[src/rtl/mem_arbiter.sv]
// mem_arbiter: shares one single-port synchronous RAM between the instruction-fetch
// port and the data port. Round-robin on contention, one access per cycle, bounds
// check with error response, optional zero-fill sweep after reset.
module mem_arbiter #(
    parameter int unsigned ADDR_WIDTH     = 16,
    parameter int unsigned MEM_WORDS      = 1024,
    parameter int unsigned CLEAR_ON_RESET = 1
) (
    input  logic                  clk,
    input  logic                  reset,
    input  logic                  fetch_valid,
    input  logic [ADDR_WIDTH-1:0] fetch_addr,
    output logic                  fetch_ready,
    output logic                  fetch_rvalid,
    output logic [31:0]           fetch_rdata,
    output logic                  fetch_err,
    input  logic                  data_valid,
    input  logic                  data_we,
    input  logic [ADDR_WIDTH-1:0] data_addr,
    input  logic [31:0]           data_wdata,
    input  logic [3:0]            data_wmask,
    output logic                  data_ready,
    output logic                  data_rvalid,
    output logic [31:0]           data_rdata,
    output logic                  data_err,
    output logic                  mem_en,
    output logic [3:0]            mem_we,
    output logic [ADDR_WIDTH-1:0] mem_addr,
    output logic [31:0]           mem_wdata,
    input  logic [31:0]           mem_rdata,
    output logic                  init_done
);

    // One extra bit so MEM_WORDS == 2**ADDR_WIDTH still compares correctly.
    localparam logic [ADDR_WIDTH:0]   ADDR_LIMIT = (ADDR_WIDTH+1)'(MEM_WORDS);
    localparam logic [ADDR_WIDTH-1:0] LAST_ADDR  = ADDR_WIDTH'(MEM_WORDS - 1);

    typedef enum logic { ST_INIT, ST_RUN } state_t;
    typedef enum logic { PORT_FETCH, PORT_DATA } port_t;

    state_t                state;
    port_t                 rr_last;
    logic [ADDR_WIDTH-1:0] clr_cnt;
    logic                  init_done_q;

    // Response pipeline: one slot per port, filled on acceptance, drained next cycle.
    logic                  fetch_pend;
    logic                  fetch_pend_err;
    logic                  data_pend;
    logic                  data_pend_err;
    logic                  data_pend_rd;

    logic                  gnt_fetch;
    logic                  gnt_data;
    logic                  fetch_in_range;
    logic                  data_in_range;

    assign fetch_in_range = ({1'b0, fetch_addr} < ADDR_LIMIT);
    assign data_in_range  = ({1'b0, data_addr} < ADDR_LIMIT);

    // Grant: single requester wins outright; on contention the port not served last wins.
    always_comb begin
        gnt_fetch = 1'b0;
        gnt_data  = 1'b0;
        if (!reset && state == ST_RUN) begin
            if (fetch_valid && data_valid) begin
                if (rr_last == PORT_FETCH) begin
                    gnt_data = 1'b1;
                end else begin
                    gnt_fetch = 1'b1;
                end
            end else begin
                gnt_fetch = fetch_valid;
                gnt_data  = data_valid;
            end
        end
    end

    assign fetch_ready = gnt_fetch;
    assign data_ready  = gnt_data;

    // RAM drive: zero-fill sweep in INIT, otherwise the granted in-range request.
    always_comb begin
        mem_en    = 1'b0;
        mem_we    = 4'h0;
        mem_addr  = '0;
        mem_wdata = 32'h0;
        if (!reset && state == ST_INIT) begin
            mem_en   = 1'b1;
            mem_we   = 4'hF;
            mem_addr = clr_cnt;
        end else if (gnt_fetch) begin
            mem_en    = fetch_in_range;
            mem_addr  = fetch_addr;
            mem_wdata = data_wdata;
        end else if (gnt_data) begin
            mem_en    = data_in_range;
            mem_addr  = data_addr;
            mem_wdata = data_wdata;
            mem_we    = (data_in_range && data_we) ? data_wmask : 4'h0;
        end
    end

    // Sequencer state, clear counter, round-robin pointer and response slots.
    always_ff @(posedge clk) begin
        if (reset) begin
            state          <= (CLEAR_ON_RESET != 0) ? ST_INIT : ST_RUN;
            clr_cnt        <= '0;
            rr_last        <= PORT_FETCH;
            init_done_q    <= 1'b0;
            fetch_pend     <= 1'b0;
            fetch_pend_err <= 1'b0;
            data_pend      <= 1'b0;
            data_pend_err  <= 1'b0;
            data_pend_rd   <= 1'b0;
        end else begin
            fetch_pend     <= gnt_fetch;
            fetch_pend_err <= gnt_fetch && !fetch_in_range;
            data_pend      <= gnt_data;
            data_pend_err  <= gnt_data && !data_in_range;
            data_pend_rd   <= gnt_data && data_in_range && !data_we;
            if (gnt_fetch) begin
                rr_last <= PORT_FETCH;
            end else if (gnt_data) begin
                rr_last <= PORT_DATA;
            end
            case (state)
                ST_INIT: begin
                    clr_cnt <= clr_cnt + ADDR_WIDTH'(1);
                    if (clr_cnt == LAST_ADDR) begin
                        state       <= ST_RUN;
                        init_done_q <= 1'b1;
                    end
                end
                default: begin
                    init_done_q <= 1'b1;
                end
            endcase
        end
    end

    // Responses are masked while reset is held so a pending one is dropped, not delivered.
    assign fetch_rvalid = fetch_pend && !reset;
    assign fetch_err    = fetch_pend_err && !reset;
    assign fetch_rdata  = (fetch_pend && !fetch_pend_err && !reset) ? mem_rdata : 32'h0;
    assign data_rvalid  = data_pend && !reset;
    assign data_err     = data_pend_err && !reset;
    assign data_rdata   = (data_pend_rd && !reset) ? mem_rdata : 32'h0;
    assign init_done    = init_done_q && !reset;

endmodule
[config.mk]
export PLATFORM = sky130hd
export DESIGN_NAME = mem_arbiter
export DESIGN_NICKNAME = d
export VERILOG_FILES = /design/src/rtl/mem_arbiter.sv
export SDC_FILE = /design/constraint.sdc
export NUM_CORES = 1
export LEC_CHECK = 0
export ABC_CLOCK_PERIOD_IN_PS = 1940
export CORE_ASPECT_RATIO = 0.5
export CORE_UTILIZATION = 30
export CTS_CLUSTER_SIZE = 40
export DETAILED_ROUTE_END_ITERATION = 6
export PLACE_DENSITY = 0.81
export REMOVE_ABC_BUFFERS = 1
export SKIP_LAST_GASP = 1
export SYNTH_ARGS = -nofsm -noshare
export SYNTH_HDL_FRONTEND = slang
export SYNTH_SLANG_ARGS = --single-unit
export TNS_END_PERCENT = 10
[constraint.sdc]
create_clock -name clk -period 1.94 [get_ports clk]
set_input_delay 0.485 -clock clk [delete_from_list [all_inputs] [get_ports clk]]
set_output_delay 0.485 -clock clk [all_outputs]
set_load 0.01 [all_outputs]
# Word-level counts from Yosys, hierarchy flattened
# Index checks and enable logic that the tools add are counted.
# totals
wordCells	62
ff_bits	24
inputBits	105
# classes
mux	25
n_addsub	1
eq_ne	1
n_bitwise	1
magnitude_cmp	2
n_reduce_logical	23
# ops
cell	n
$mux 32	5
$mux 16	3
$lt 16x11->1 const B	2
$add 16x1->16 const B	1
$eq 16x10->1 const B	1
$logic_and 1x1->1	16
$mux 4	4
$mux 1	13
$logic_not 1->1	5
$reduce_bool 2->1	1
$reduce_or 2->1	1
$not 1->1	1

# Longest topological paths before layout
# Gate-level depths: netlist of the first run.
# logic_depth
ltp_word	6
ltp_mapped	5
ltp_nobuf	4

# Worst setup path before layout of the first run
# Ideal clock, no wire load.
# synth_path
path_kind	input-to-output
start	in fetch_valid
end	out mem_addr[10]
setup_slack_ns	-0.083
arrival_time_ns	1.538
path_stages	4
cell_sequence	clkbuf_1 -> buf_1 -> a32oi_1 -> a211oi_1
# synth_between
elab_chain_cells	6
elab_cells_between_ends	8
cone_classes	7 x mux; 1 x reduce/logical
# synth_rtl
element	line	source
start: declaration	11	input logic fetch_valid,
$logic_and 1x1->1	66	if (fetch_valid && data_valid) begin
$mux 1	66	
$mux 1	65	if (!reset && state == ST_RUN) begin
$mux 16	96	end else if (gnt_data) begin
$mux 16 *	92	end else if (gnt_fetch) begin
$mux 16 *	88	if (!reset && state == ST_INIT) begin
end: declaration	28	output logic [ADDR_WIDTH-1:0] mem_addr,
# Every way passes the cells marked *; elsewhere a longest branch is shown, timed or not.

# Final worst setup path of the first run
# layout_path
start	in reset
end	out mem_wdata[30]
# layout_between
elab_chain_cells	6
elab_cells_between_ends	8
cone_classes	5 x mux; 3 x reduce/logical
# layout_rtl
element	line	source
start: declaration	10	input logic reset,
$logic_not 1->1 *	65, 88	
$logic_and 1x1->1	65	
$mux 1	65	
$mux 32	96	
$mux 32	92	
$mux 32 *	88	
end: declaration	29	output logic [31:0] mem_wdata,
# Marks and branches as above.

==> results.yml, run 1 <==
setup_path:
  reg2reg_from: "state"
  required_ns: 1.45
  worstSetupEndpointType: "primary output"
  cp_common_cell: "buf_4"
  path_buf_inv: 4
  startpoint_type: "input pin"
  critPathKind: "input pin to primary output"
  cp.arrival_ns: 1.68
  path_cells: "buf_2 > nand2b_2 > nor2_4 > buf_4 > buf_4 > and2_1 > dlygate4sd2_1"
  path_max_fanout: 12
  slowest_stage: "dlygate4sd2_1"
  ff2ff_setup_slack_ns: 0.08
  cp-startpoint: "reset"
  cpPeakStageDelay_ns: 0.29
  critPathTopFamily: "buffers and inverters"
synthesis:
  ys_warn_count: 0
  syn-cell-area_sq_um: 2220
  syn_avg_cell_area_sq_um: 7.15
  synth.most_common_cell: "and2_1"
  yosys.area.top_type: "and2_1"
  async_reset_ff_share_pct: 0
  synth-edff-count: 0
  yosysTopAreaCellShare_pct: 27.9
  synth_cell_type_count: 35
  ys_ff_latch: 24
  synth_common_cells: "and2_1, nor2_1, dfxtp_1, clkbuf_1, a211oi_1"
  ys_seq_area_share_pct: 21.7
  synthTopCellsByArea: "and2_1, dfxtp_1, a32oi_1"
  ys.flop_type: "dfxtp_1"
  syn-instance-count: 310
power:
  p_comb_share_pct: 28.8
  intPower_mw: 1.08
  ir_drop_uv: 357
  p_clk_share_pct: 35.3
  p_seq_share_pct: 35.9
  swShare_pct: 23.4
  power_leakage_nw: 2.56
  p_per_area_nw_per_um2: 279
  p_switching_mw: 0.328
timing:
  finalSetupTns_ns: -10.70
  tightest_slew_ns: 0.512
  rsz0062_at_grt: "yes"
  skew_ns: 0.00332
  period_share_pct: 112
  final_max_slew_viol_count: 0
  slew_headroom_pct: 65.6
  finalSetupViolCount: 92
  timing.fmax_mhz: 462
  hold_viol_final: 0
  period_minus_slack_ns: 2.17
  timing.final.ws_setup_ns: -0.226
grt:
  grt_pass1_wl_um: 17500
  overflow: 0
  grt_util_all_layers_pct: 29.7
  antenna_found_initial: 0
  grt_max_degree: 41
  grt_pass1_vias: 3235
layout:
  areaGrowthSynthToFinish_pct: 127
  fin_nets: 687
  fin_cells: 672
  drive_gt1_share_pct: 21.0
  diodes: 0
  nFillCells: 575
  post-route-util_pct: 72.9
placed_design:
  dp_hpwl_um: 8960
  portBuffers: 228
  routabilityCongestion: 0.901
  placedCellCount: 645
floorplan:
  core_sq_um: 6910
  die_w_um: 124
  std_cell_rows: 21
  ios: 229
  die_h_um: 62.8
  dieArea_sq_um: 7760
  start_util_pct: 32.1
drt:
  postRouteAntennaNets: 0
  drt_iter0_markers: 224
  drc_errors: 0
  viasPerCell: 5.05
  vias: 3395
  wl_per_cell_um: 17.5
  first_pass_iters: 4
  wirelength_um: 11700
run_status:
  violations: "negative setup slack"
  status: "complete, but fails checks"
clock_network:
  cts_hold_buffers: 0
  cts_root_buf: "clkbuf_16"
  clkTransAtPathRegs_ns: 0.06
  clock_path_buffers: 2
  cts_buffers: 3
  cts.sink_count: 24
  tritoncts: "yes"
  clock_latency_ns: 0.26
  htree_levels: 1
hold_path:
  min-delay-start: "init_done_q"
  holdCritPathClass: "flip-flop to flip-flop"
run:
  max-cap-violations: 0
[metal layers]
metal | GRT usage [%] | wire length [um]
met4 | 14.0 | 521
met2 | 54.7 | 5920
met5 | 0 | 0
met1 | 33.4 | 4530
met3 | 4.38 | 767
[metrics by stage]
stage / total power [mW] / hold slack (ns) / cell area, sq um / worst slack [ns]
CTS: 1.40 / 0.485 / 5030 / -0.242
global placement: 0.886 / 0.458 / 4830 / -0.876
global route: 1.46 / 0.504 / 5040 / -0.273
finish: 1.40 / 0.486 / 5040 / -0.226
detailed placement: 0.891 / 0.471 / 4830 / -0.946
floorplan: 0.579 / 0.443 / 2100 / -0.924
[final cells by class]
cell class                 count  area [sq um]  area share (%)
timing repair buffer         294          2650            52.6
multi-input combinational    257          1700            33.7
sequential                    24           482            9.57
tap                           92           115            2.29
clock buffer                   4          88.8            1.76
inverter                       1          3.75          0.0745
[tightest hold or removal path, stage by stage (launching register included)]
cell and delay [ns]:
dfxtp_1 0.33, o21bai_1 0.07, nand2_1 0.06
[registers in the layout, indices dropped and copies added (netlist names)]
signal,count
clr_cnt,16
data_pend,1
data_pend_err,1
data_pend_rd,1
fetch_pend,1
fetch_pend_err,1
init_done_q,1
rr_last,1
state,1
[worst paths after layout]
check | endpoint | cells past startpoint
max | mem_wdata[30] | 7
min | init_done_q | 2
max reg2reg | clr_cnt[15] | 5
min reg2reg | init_done_q | 2
[power groups by stage]
stage	sequential [mW]	combinational, mW	clock, mW
6_report	0.504	0.404	0.496
5_1_grt	0.504	0.428	0.524
4_1_cts	0.504	0.397	0.499
3_5_place_dp	0.515	0.376	0
3_3_place_gp	0.515	0.371	0
2_1_floorplan	0.516	0.0626	0
[kinds of logic (layout without fill, tap and decap cells)]
| logic type | after synthesis | in the layout | synth area share [%] |
|---|---|---|---|
| AND/OR/NAND/NOR | 191 | 191 | 50.2 |
| AO/OA/AOI/OAI | 56 | 56 | 18.3 |
| buffers and inverters | 29 | 299 | 5.25 |
| flip-flops | 24 | 24 | 21.7 |
| multiplexers | 5 | 5 | 2.48 |
| XOR/XNOR | 4 | 4 | 1.58 |
| adder cells (fa/ha/maj) | 1 | 1 | 0.564 |
[placed cells by master, fill, tap and decap left out, drive strengths merged, types with 7 or more instances in the layout]
cell type      instances
clkdlybuf4s15          7
a211oi                17
and2                  99
buf                   93
nor2                  32
dlygate4sd2           94
nand4                  9
nand2                 11
dfxtp                 24
clkdlybuf4s50         90
clkbuf                 9
nor2b                 14
a32oi                 16
a21oi                 11
[repair_timing]
item                       in CTS  in global routing
resized for setup             255                 25
pin swaps                      28                  1
setup endpoints to repair     121                123
setup buffers                  17                  1
gates cloned                    6                  0
Power figures use the tool's default switching activity.
==> run 2: changes to the inputs <==
Settings changed: HOLD_SLACK_MARGIN set to 0.02, MAX_ROUTING_LAYER set to met4, PLACE_DENSITY 0.81 to 0.85.
==> run 2 against run 1 <==
Compared with the run above: the run still ends with negative setup slack left; largest power group unchanged; worst setup slack worse by 0.060 ns; worst hold slack worse by 0.0076 ns; critical endpoint is now mem_we[1]; die area stayed put; largest cell class unchanged.
==> results.yml, run 2 (synthesized netlist as in run 1, its figures left out) <==
floorplan:
  dieArea_sq_um: 7760
  die_h_um: 62.8
  ios: 229
  std_cell_rows: 21
  core_sq_um: 6910
  start_util_pct: 32.1
  die_w_um: 124
setup_path:
  reg2reg_from: "state"
  critPathKind: "input pin to primary output"
  cp-startpoint: "data_wmask[1]"
  path_max_fanout: 1
  startpoint_type: "input pin"
  worstSetupEndpointType: "primary output"
  cp.arrival_ns: 1.74
  required_ns: 1.45
hold_path:
  holdCritPathClass: "flip-flop to flip-flop"
  min-delay-start: "init_done_q"
timing:
  finalSetupViolCount: 115
  period_minus_slack_ns: 2.23
  hold_slack_ns: 0.479
  timing.final.ws_setup_ns: -0.287
  hold_viol_final: 0
  period_share_pct: 115
  skew_ns: 0.00399
  tightest_slew_ns: 0.464
  rsz0062_at_grt: "yes"
  timing.fmax_mhz: 449
  slew_headroom_pct: 68.8
  finalSetupTns_ns: -18.08
  final_max_slew_viol_count: 0
clock_network:
  htree_levels: 1
  cts.sink_count: 24
  clock_path_buffers: 2
  clkTransAtPathRegs_ns: 0.06
  cts_root_buf: "clkbuf_16"
  tritoncts: "yes"
  cts_buffers: 3
  clock_latency_ns: 0.26
run_status:
  violations: "negative setup slack"
  status: "complete, but fails checks"
layout:
  drive_gt1_share_pct: 20.3
  nFillCells: 518
  layout_common_cells: "clkdlybuf4s50_1, and2_1, dlygate4sd2_1"
  largest_reg_flops: 16
  diodes: 0
  fin_nets: 684
  final_common_cell: "clkdlybuf4s50_1"
  seqCellArea_sq_um: 484
  final_cell_area_sq_um: 5130
  areaGrowthSynthToFinish_pct: 131
  multiInputGateArea_sq_um: 1740
  regMostFlops: "clr_cnt"
run:
  max-cap-violations: 0
drt:
  postRouteAntennaNets: 0
  wl_per_cell_um: 19.3
  viasPerCell: 5.44
  wirelength_um: 12900
  drt_iter0_markers: 389
  vias: 3636
  first_pass_iters: 6
  drc_errors: 0
grt:
  antenna_found_initial: 0
  overflow: 0
  use_met3_pct: 5.47
  grt_pass1_vias: 3484
  grt_max_degree: 34
  gr-max-usage-layer: "met2"
  grt_pass1_wl_um: 18700
  grt_util_all_layers_pct: 32.6
  grtUsageMet2_pct: 57.3
  gr-usage-met1_pct: 34.5
placed_design:
  dp_hpwl_um: 8910
  placed_area_sq_um: 4840
  portBuffers: 228
  routabilityCongestion: 0.931
  dp_slack_ns: -0.967
power:
  power_leakage_nw: 2.38
  totalPowerFinal_mw: 1.39
  ir_drop_uv: 253
  p_per_area_nw_per_um2: 271
-- run 2: cell count changes in the layout (fill, tap and decap cells not counted), sizes merged --
| cell | change |
|---|---|
| buf | -6 |
| clkbuf | -2 |
| clkdlybuf4s15 | +2 |
| clkdlybuf4s50 | +36 |
| dlygate4sd2 | -34 |
-- run 2: area by class of cell --
class	count	share of cell area, %
repair buffers	291	52.9
multi-input cells	257	33.9
flip-flops and latches	24	9.45
well taps	92	2.25
clock buffers	3	1.46
inverters	1	0.0732
-- run 2: report_power, final --
group          switching, mW  internal, mW
sequential           0.00610         0.497
clock                  0.179         0.273
combinational          0.160         0.276
total                  0.345          1.05
-- run 2: critical path, cell delays in order --
cell	delay, ns
clkdlybuf4s50_1	0.45
and2_1	0.19
nand4_1	0.21
a21oi_2	0.24
buf_2	0.17
-- run 2: what timing repair did --
action | in CTS | in global routing
resized for setup | 217 | 37
hold endpoints to repair | 0 | 0
hold buffers | 0 | 0
endpoints found under the setup margin | 122 | 125
cloned | 7 | 0
pin swaps | 19 | 15
buffers inserted | 8 | 4
-- run 2: worst paths after layout --
kind              slack [ns]           to  depth (start not counted)
setup / recovery       -0.29    mem_we[1]                          5
setup reg to reg        0.12  clr_cnt[13]                          4
hold / removal          0.48  init_done_q                          2
hold reg to reg         0.48  init_done_q                          2
-- run 2: stage by stage --
| step | std cells | utilization (%) |
|---|---|---|
| final | 668 | 74.2 |
| after global routing | 668 | 74.2 |
| after CTS | 664 | 72.5 |
| after detailed placement | 646 | 70.0 |
| after global placement | 646 | 70.0 |
| after floorplan | 282 | - |
-- run 2: metal layers --
layer	share of wire, %	up-vias
met3	7.6	83
met4	6.2	0
li1	-	1629
met1	37	1682
met5	0	-
met2	50	242
==> run 3: changes to the inputs <==
Settings changed: REMOVE_ABC_BUFFERS 1 to unset.
==> run 3 against run 2 <==
Compared with the run above: wire length decreased by 11%; sequential cell count unchanged; clock power increased by 30%; largest power group is now clock; power increased by 6.7%; the flow still finishes with violations (negative setup slack); critical endpoint is now mem_en; sequential power about the same; die area unchanged.
==> results.yml, run 3 (synthesized netlist as in run 1, its figures left out) <==
run_status:
  status: "complete, but fails checks"
  violations: "negative setup slack"
layout:
  fin_nets: 684
  diodes: 0
  layout_common_cells: "clkdlybuf4s50_1, and2_1, dlygate4sd2_1"
  drive_gt1_share_pct: 25.8
  areaGrowthSynthToFinish_pct: 132
  final_cell_area_sq_um: 5150
  regMostFlops: "clr_cnt"
  final_common_cell: "clkdlybuf4s50_1"
  largest_reg_flops: 16
setup_path:
  path_max_fanout: 2
  required_ns: 1.45
  slowest_stage: "clkdlybuf4s50_1"
  path_cells: "clkdlybuf4s50_1 > nor4_4 > nand4_1 > a31oi_1 > buf_2"
  critPathKind: "input pin to primary output"
  cp.arrival_ns: 1.71
  startpoint_type: "input pin"
  ff2ff_setup_slack_ns: 0.18
  r2r_cells: 5
  cp-endpoint: "mem_en"
  worstSetupEndpointType: "primary output"
  reg2reg_from: "clr_cnt[0]"
  cpPeakStageDelay_ns: 0.47
  cp-startpoint: "fetch_addr[14]"
  reg2reg_to: "state"
placed_design:
  portBuffers: 228
  routabilityCongestion: 0.880
  dp_slack_ns: -0.854
  dp_hpwl_um: 8320
  placed_area_sq_um: 4850
clock_network:
  clock_latency_ns: 0.26
  cts.sink_count: 24
  htree_levels: 1
  cts_buffers: 3
  tritoncts: "yes"
  clock_path_buffers: 2
  clkTransAtPathRegs_ns: 0.06
  cts_root_buf: "clkbuf_16"
power:
  p_clk_share_pct: 39.5
  p_comb_share_pct: 26.6
  p_seq_share_pct: 33.9
  intPower_mw: 1.16
  totalPowerFinal_mw: 1.48
  ir_drop_uv: 286
  p_switching_mw: 0.321
  swShare_pct: 21.6
  power_leakage_nw: 2.56
  p_per_area_nw_per_um2: 288
drt:
  wl_met2_um: 5990
  drc_errors: 0
  m1WireLength_um: 4690
  wirelength_um: 11500
  viasPerCell: 5.07
  wl_per_cell_um: 17.2
  first_pass_iters: 5
  vias: 3392
  wl_met3_um: 625
  top_layer: "met4"
  postRouteAntennaNets: 0
  drt_iter0_markers: 235
floorplan:
  die_w_um: 124
  start_util_pct: 32.1
  die_h_um: 62.8
  ios: 229
  core_sq_um: 6910
  dieArea_sq_um: 7760
  std_cell_rows: 21
timing:
  slew_headroom_pct: 74.4
  final_max_slew_viol_count: 0
  period_minus_slack_ns: 2.19
  skew_ns: 0.00581
  hold_slack_ns: 0.481
  hold_viol_final: 0
  finalSetupViolCount: 111
  period_share_pct: 113
  timing.fmax_mhz: 456
  timing.final.ws_setup_ns: -0.255
  tightest_slew_ns: 0.384
  rsz0062_at_grt: "yes"
hold_path:
  holdCritPathClass: "flip-flop to flip-flop"
grt:
  grt_max_degree: 37
  overflow: 0
  grt_pass1_vias: 3182
  antenna_found_initial: 0
  grt_util_all_layers_pct: 29.3
  grt_pass1_wl_um: 17300
run:
  max-cap-violations: 0
synthesis:
  syn_nets: 416
==> run 3: metal layers <==
layer,vias up,track usage [%]
met5,-,-
met4,0,7.08
met3,24,3.74
met2,127,53.1
met1,1606,34.1
li1,1635,-
==> run 3: through the flow <==
stage | std cells | util [%] | TNS (ns)
after floorplan | 310 | - | -0.379
after global placement | 640 | 70.2 | -66.04
after detailed placement | 640 | 70.2 | -68.27
after CTS | 662 | 72.4 | -12.98
after global routing | 669 | 74.6 | -15.76
final | 669 | 74.6 | -9.49
==> run 3: power groups by stage <==
stage	Clock [mW]	Combinational, mW	Sequential, mW
after global routing	0.624	0.419	0.504
after CTS	0.596	0.383	0.503
after floorplan	0	0.0890	0.514
after detailed placement	0	0.372	0.514
after global placement	0	0.366	0.514
final	0.586	0.395	0.503
==> run 3: how the worst min path moves through the flow <==
| stage | from | endpoint | slack, ns | cells after the start |
|---|---|---|---|---|
| global placement | init_done_q | init_done_q | 0.45 | 2 |
| floorplan | init_done_q | init_done_q | 0.44 | 2 |
| detailed placement | init_done_q | init_done_q | 0.47 | 2 |
| finish | init_done_q | init_done_q | 0.48 | 2 |
| CTS | init_done_q | init_done_q | 0.49 | 2 |
| global route | init_done_q | init_done_q | 0.51 | 2 |
==> run 3: critical path: cells and delay by family <==
kind	cells	cell delay (ns)
buf+inv	2	0.64
simple gates	2	0.34
compound gates	1	0.23
==> run 3: area by class of cell <==
type                       instances  area [sq um]
timing repair buffer             291          2690
clock inverter                     1          30.0
clock buffer                       3          75.1
tap                               92           115
fill                             530          1760
multi-input combinational        257          1760
sequential                        24           482
inverter                           1          3.75
==> run 3: timing repair <==
action	4_1_cts	5_1_grt
endpoints found under the setup margin	123	124
cloned	7	3
pin swaps	16	3
resized for setup	298	48
hold buffers	0	0
setup buffers	11	4
==> RTL edit 1: new RTL, flow settings as in run 2 <==
Put a register stage on the outputs `fetch_err` and `data_err`, without a reset. The values now appear one clock later. The other outputs are not delayed to match.
--- a/src/rtl/mem_arbiter.sv
+++ b/src/rtl/mem_arbiter.sv
@@ -143,6 +143,8 @@
     assign fetch_rvalid = fetch_pend && !reset;
-    assign fetch_err    = fetch_pend_err && !reset;
     assign fetch_rdata  = (fetch_pend && !fetch_pend_err && !reset) ? mem_rdata : 32'h0;
     assign data_rvalid  = data_pend && !reset;
-    assign data_err     = data_pend_err && !reset;
+    always_ff @(posedge clk) begin
+        fetch_err <= fetch_pend_err && !reset;
+        data_err  <= data_pend_err && !reset;
+    end
     assign data_rdata   = (data_pend_rd && !reset) ? mem_rdata : 32'h0;
Formal check against the unedited RTL: same outputs for any inputs over 10 cycles, from zero or initial values and one cycle with reset high; that may be too few to reach the edited logic, so the function may still have changed.
==> RTL edit 1 against run 2 <==
- the flow still finishes with violations (setup timing)
- power is 11% higher
- hold slack got worse by 0.041 ns
- sequential cell count is 2 higher
- count of clock-buffer cells in the layout unchanged
- design area is essentially flat
- first-iteration DRC count is 61% lower
- clock skew about the same
- global-route usage down 5.2 points
- setup slack improved by 0.015 ns
- area after synthesis increased by 1.8%
- wire length shrank 12%
==> RTL edit 1: results (changes against run 2) <==
* Leakage power at 2.58 nW (was 2.38 nW)
* Switching pwr at 0.337 mW (was 0.345 mW)
* Largest net degree at the start of global routing at 48 (was 34)
* CTS buffer count at 3 (unchanged)
* Post-route cell area at 5120 µm² (was 5130 µm²)
* Hold depth at 1 (was 2)
* Failing checks: setup timing (unchanged)
* Vias in the first global route at 3,191 (was 3,484)
* Total GRT Usage at 0.273 (was 0.326)
* WP data arrival at ~1.7 ns
* H-tree levels at 1 (unchanged)
* Share of post-route cells with drive strength above 1 at 0.184 (was 0.203)
* Netlist cell types at 35 (unchanged)
* Worst rel slew slack at 0.739 (was 0.688)
* RD Place Congestion at 0.885 (was 0.931)
* Critical-path maximum fanout at 16 (was 1)
* DRT Wirelength at 11,400 µm (was 12,900 µm)
* Clock Skews at 0.00354 ns (was 0.00399 ns)
* Finish-stage setup viols at 102 (was 115)
* First-pass GRT wire length at 16,700 µm (was 18,700 µm)
* Area post-placement at 4860 µm² (was 4840 µm²)
* Pins Over Slew Limit at 0 (unchanged)
* Peak supply drop at 0.357 mV (was 0.253 mV)
* Number of antenna diodes at 0 (unchanged)
* CTS root buf: clkbuf_16 (unchanged)
* Top post-synthesis cells by area: and2_1, dfxtp_1, a32oi_1, a211oi_1, nor2_1 (unchanged)
* DRT Pass-1 Iters at 4 (was 6)
* Synth top cells by count: and2_1, nor2_1, dfxtp_1 (unchanged)
* Yosys warnings at 0 (unchanged)
* Drt via density at 4.98 (was 5.44)
* Biggest register: clr_cnt (unchanged)
* Clk slew on worst S/H paths at approximately 0.070 ns
* Sequential area share after synthesis at 0.231 (was 0.217)
* Asr flop ratio synth at 0 (unchanged)
* Outcome: finished, violations left (unchanged)
* Max FFs per register at 16 (unchanged)
* Layout Nets at 672 (was 684)
* 1st-iter DRT viols at 150 (was 389)
* Final worst slack at -0.272 ns (was -0.287 ns)
* R2R cell count at 4 (unchanged)
* Fin Setup TNS at -15.21 ns (was -18.08 ns)
* Maximum clock path buffer count at 2 (unchanged)
* Post-synth top area share at 0.274 (was 0.279)
* Post-DP HPWL at 8510 µm (was 8910 µm)
* Skew-Pair Late Insertion Delay at 0.26 ns (about the same)
* Worst hold path class: flip-flop to flip-flop (unchanged)
* Port-buffer cells at 228 (unchanged)
* Most used DFF post-synth: dfxtp_1 (unchanged)
* Initial antenna violation count at 0 (unchanged)
## RTL edit 1: cell types whose count changed after synthesis, sizes merged
cell / run 2 / this run
dfxtp: 24 / 26
## RTL edit 1: power groups by stage
stage | Sequential [mW] | Clock (mW) | Combinational, mW
floorplan | 0.558 | 0 | 0.0626
global placement | 0.558 | 0 | 0.371
detailed placement | 0.558 | 0 | 0.375
CTS | 0.546 | 0.608 | 0.382
global route | 0.546 | 0.637 | 0.414
finish | 0.546 | 0.604 | 0.391
## RTL edit 1: cells by family (layout without fill, tap and decap cells)
family                     after synthesis  after routing  share of synthesized area
buffers and inverters                   29            282                     0.0515
adders and majority gates                1              1                    0.00554
DFF                                     26             26                      0.231
muxes                                    5              5                     0.0244
AOI/OAI and AO/OA                       56             56                      0.180
xor gates and xnor gates                 4              4                     0.0155
and+or+nand+nor                        191            191                      0.493
## RTL edit 1: cell type report
class                           instances  area (µm²)
Inverter                                1        3.75
Tap cell                               92         115
Timing Repair Buffer                  277        2680
Clock buffer                            3        75.1
Multi-Input combinational cell        257        1700
Fill cell                             527        1840
Clock inverter                          1        30.0
Sequential cell                        26         522
## RTL edit 1: metal layers
layer  track usage  wire (µm)
met5             -          0
met4         0.120        419
met3        0.0501        641
met2         0.506       5860
met1         0.288       4430
## RTL edit 1: worst paths after layout
check                              startpoint               to  slack [ns]
worst min-delay path            data_pend_err         data_err        0.44
worst max register to register     clr_cnt[0]            state        0.12
worst min register to register  data_pend_err         data_err        0.44
worst max-delay path               fetch_pend  fetch_rdata[22]       -0.27
## RTL edit 1: critical path, cell delays in order (launching register included)
cell	delay (ns)
dfxtp_1	0.32
nor2b_4	0.14
nor2b_4	0.18
buf_12	0.15
and2_1	0.12
clkdlybuf4s50_1	0.54
## RTL edit 1: metrics by stage
step	cells	hold WS (ns)	setup slack, ns
after detailed placement	641	0.426	-0.903
final	657	0.438	-0.272
after global routing	657	0.457	-0.332
after CTS	651	0.441	-0.451
after global placement	641	0.417	-0.827
after floorplan	284	0.414	-0.924
## RTL edit 1: what timing repair did
action / 4_1_cts / 5_1_grt
hold buffers: 0 / 0
resized for setup: 148 / 79
pin swaps: 13 / 6
setup endpoints to repair: 121 / 121
setup buffers: 2 / 5
gates cloned: 4 / 1
hold endpoints to repair: 0 / 0
==> RTL edit 2: new RTL, flow settings as in run 2 <==
Without the edit above. Set the parameter `ADDR_WIDTH` to 18 (it was 16).
--- a/src/rtl/mem_arbiter.sv
+++ b/src/rtl/mem_arbiter.sv
@@ -4,3 +4,3 @@
 module mem_arbiter #(
-    parameter int unsigned ADDR_WIDTH     = 16,
+    parameter int unsigned ADDR_WIDTH     = 18,
     parameter int unsigned MEM_WORDS      = 1024,
Ports: changed (resized data_addr, fetch_addr and mem_addr); port bits go from 229 to 235. No check against the original RTL was run, so the function may have changed too.
==> RTL edit 2 against run 2 <==
- the run still ends with setup timing left
- power is 0.43% higher
- wire length is 3.9% lower
- setup slack better by 0.015 ns
- register-to-register slack better by 0.09 ns
- design area is 3.6% lower
- sequential cell count is 2 higher
- area after synthesis is 0.40% lower
- fmax is 0.69% higher
- utilization is 2.4 points lower
- critical endpoint is now mem_wdata[25]
==> RTL edit 2: results (changes against run 2) <==
* Outcome: finished, violations left (unchanged)
* Failing checks: setup timing (unchanged)
* Finish-stage setup viols at 113 (was 115)
* WHS Endpoint: rr_last (was init_done_q)
* Hold depth at 3 (was 2)
* RR Endpoint: clr_cnt[17] (was clr_cnt[13])
* Syn Inst Count at 292 (was 310)
* RD Place Congestion at 0.933 (was 0.931)
* Largest net degree at the start of global routing at 21 (was 34)
* Worst-Margin Slew at 0.489 ns (was 0.464 ns)
* DRT Wirelength at 12,400 µm (was 12,900 µm)
* Vias in the first global route at 3,391 (was 3,484)
* Port-buffer cells at 234 (was 228)
* Worst flop-to-flop path startpoint: clr_cnt[3] (was state)
* Filler cells at 548 (was 518)
* Final worst slack at -0.271 ns (was -0.287 ns)
* Drt wl/cell at 19.0 µm (was 19.3 µm)
* R2R Setup Slk at 0.21 ns (was 0.12 ns)
* Layout Nets at 671 (was 684)
* Netlist cell types at 38 (was 35)
* 1st-iter DRT viols at 357 (was 389)
* CP Launch Point: reset (was data_wmask[1])
* Hold Startpoint: reset (was init_done_q)
* Post-Route M1 WL at 4880 µm (was 4710 µm)
* Met2 Wirelength at 5890 µm (was 6400 µm)
-- RTL edit 2: cell count changes in the layout (fill, tap and decap cells not counted), moves of 8 or more --
cell and delta:
buf_6 -9, a211oi_1 -15, a32oi_1 -15, a222oi_1 +18
nor2_1 -10, buf_2 +28, inv_1 +18, dlygate4sd2_1 +8
clkdlybuf4s50_1 -30
-- RTL edit 2: through the flow --
stage	worst slack (ns)	instance area (µm²)	hold slack (ns)
after global routing	-0.285	4940	0.486
final	-0.271	4940	0.480
after floorplan	-0.276	2090	0.464
after global placement	-1.10	4840	0.520
after detailed placement	-1.13	4840	0.547
after CTS	-0.228	4980	0.480
-- RTL edit 2: cell families after synthesis --
| logic type | synth area share |
|---|---|
| AOI/OAI and AO/OA | 0.134 |
| xor gates and xnor gates | 0.0476 |
| adders and majority gates | 0.00566 |
| buffers and inverters | 0.0889 |
| DFF | 0.236 |
| muxes | 0.0147 |
| and+or+nand+nor | 0.474 |
-- RTL edit 2: repair_timing --
| item | in CTS | in global routing |
|---|---|---|
| resized for setup | 343 | 22 |
| endpoints found under the setup margin | 126 | 126 |
| buffers inserted | 13 | 1 |
| pin swaps | 28 | 5 |
| gates cloned | 4 | 0 |
| endpoints found under the hold margin | 0 | 0 |
-- RTL edit 2: power breakdown --
group	switching, mW	internal (mW)
Clock	0.199	0.316
Sequential	0.00635	0.539
Combinational	0.108	0.229
Total	0.313	1.08
-- RTL edit 2: tightest hold or removal path: stages --
cell and delay (ns):
buf_8 0.08, buf_4 0.10, nor2_1 0.04
-- RTL edit 2: area by class of cell --
cell class              count  area, µm²  area share
repair buffers            286       2530       0.513
clock buffers               4       88.8      0.0180
multi-input cells         224       1610       0.325
well taps                  92        115      0.0233
inverters                  20       75.1      0.0152
flip-flops and latches     26        522       0.106
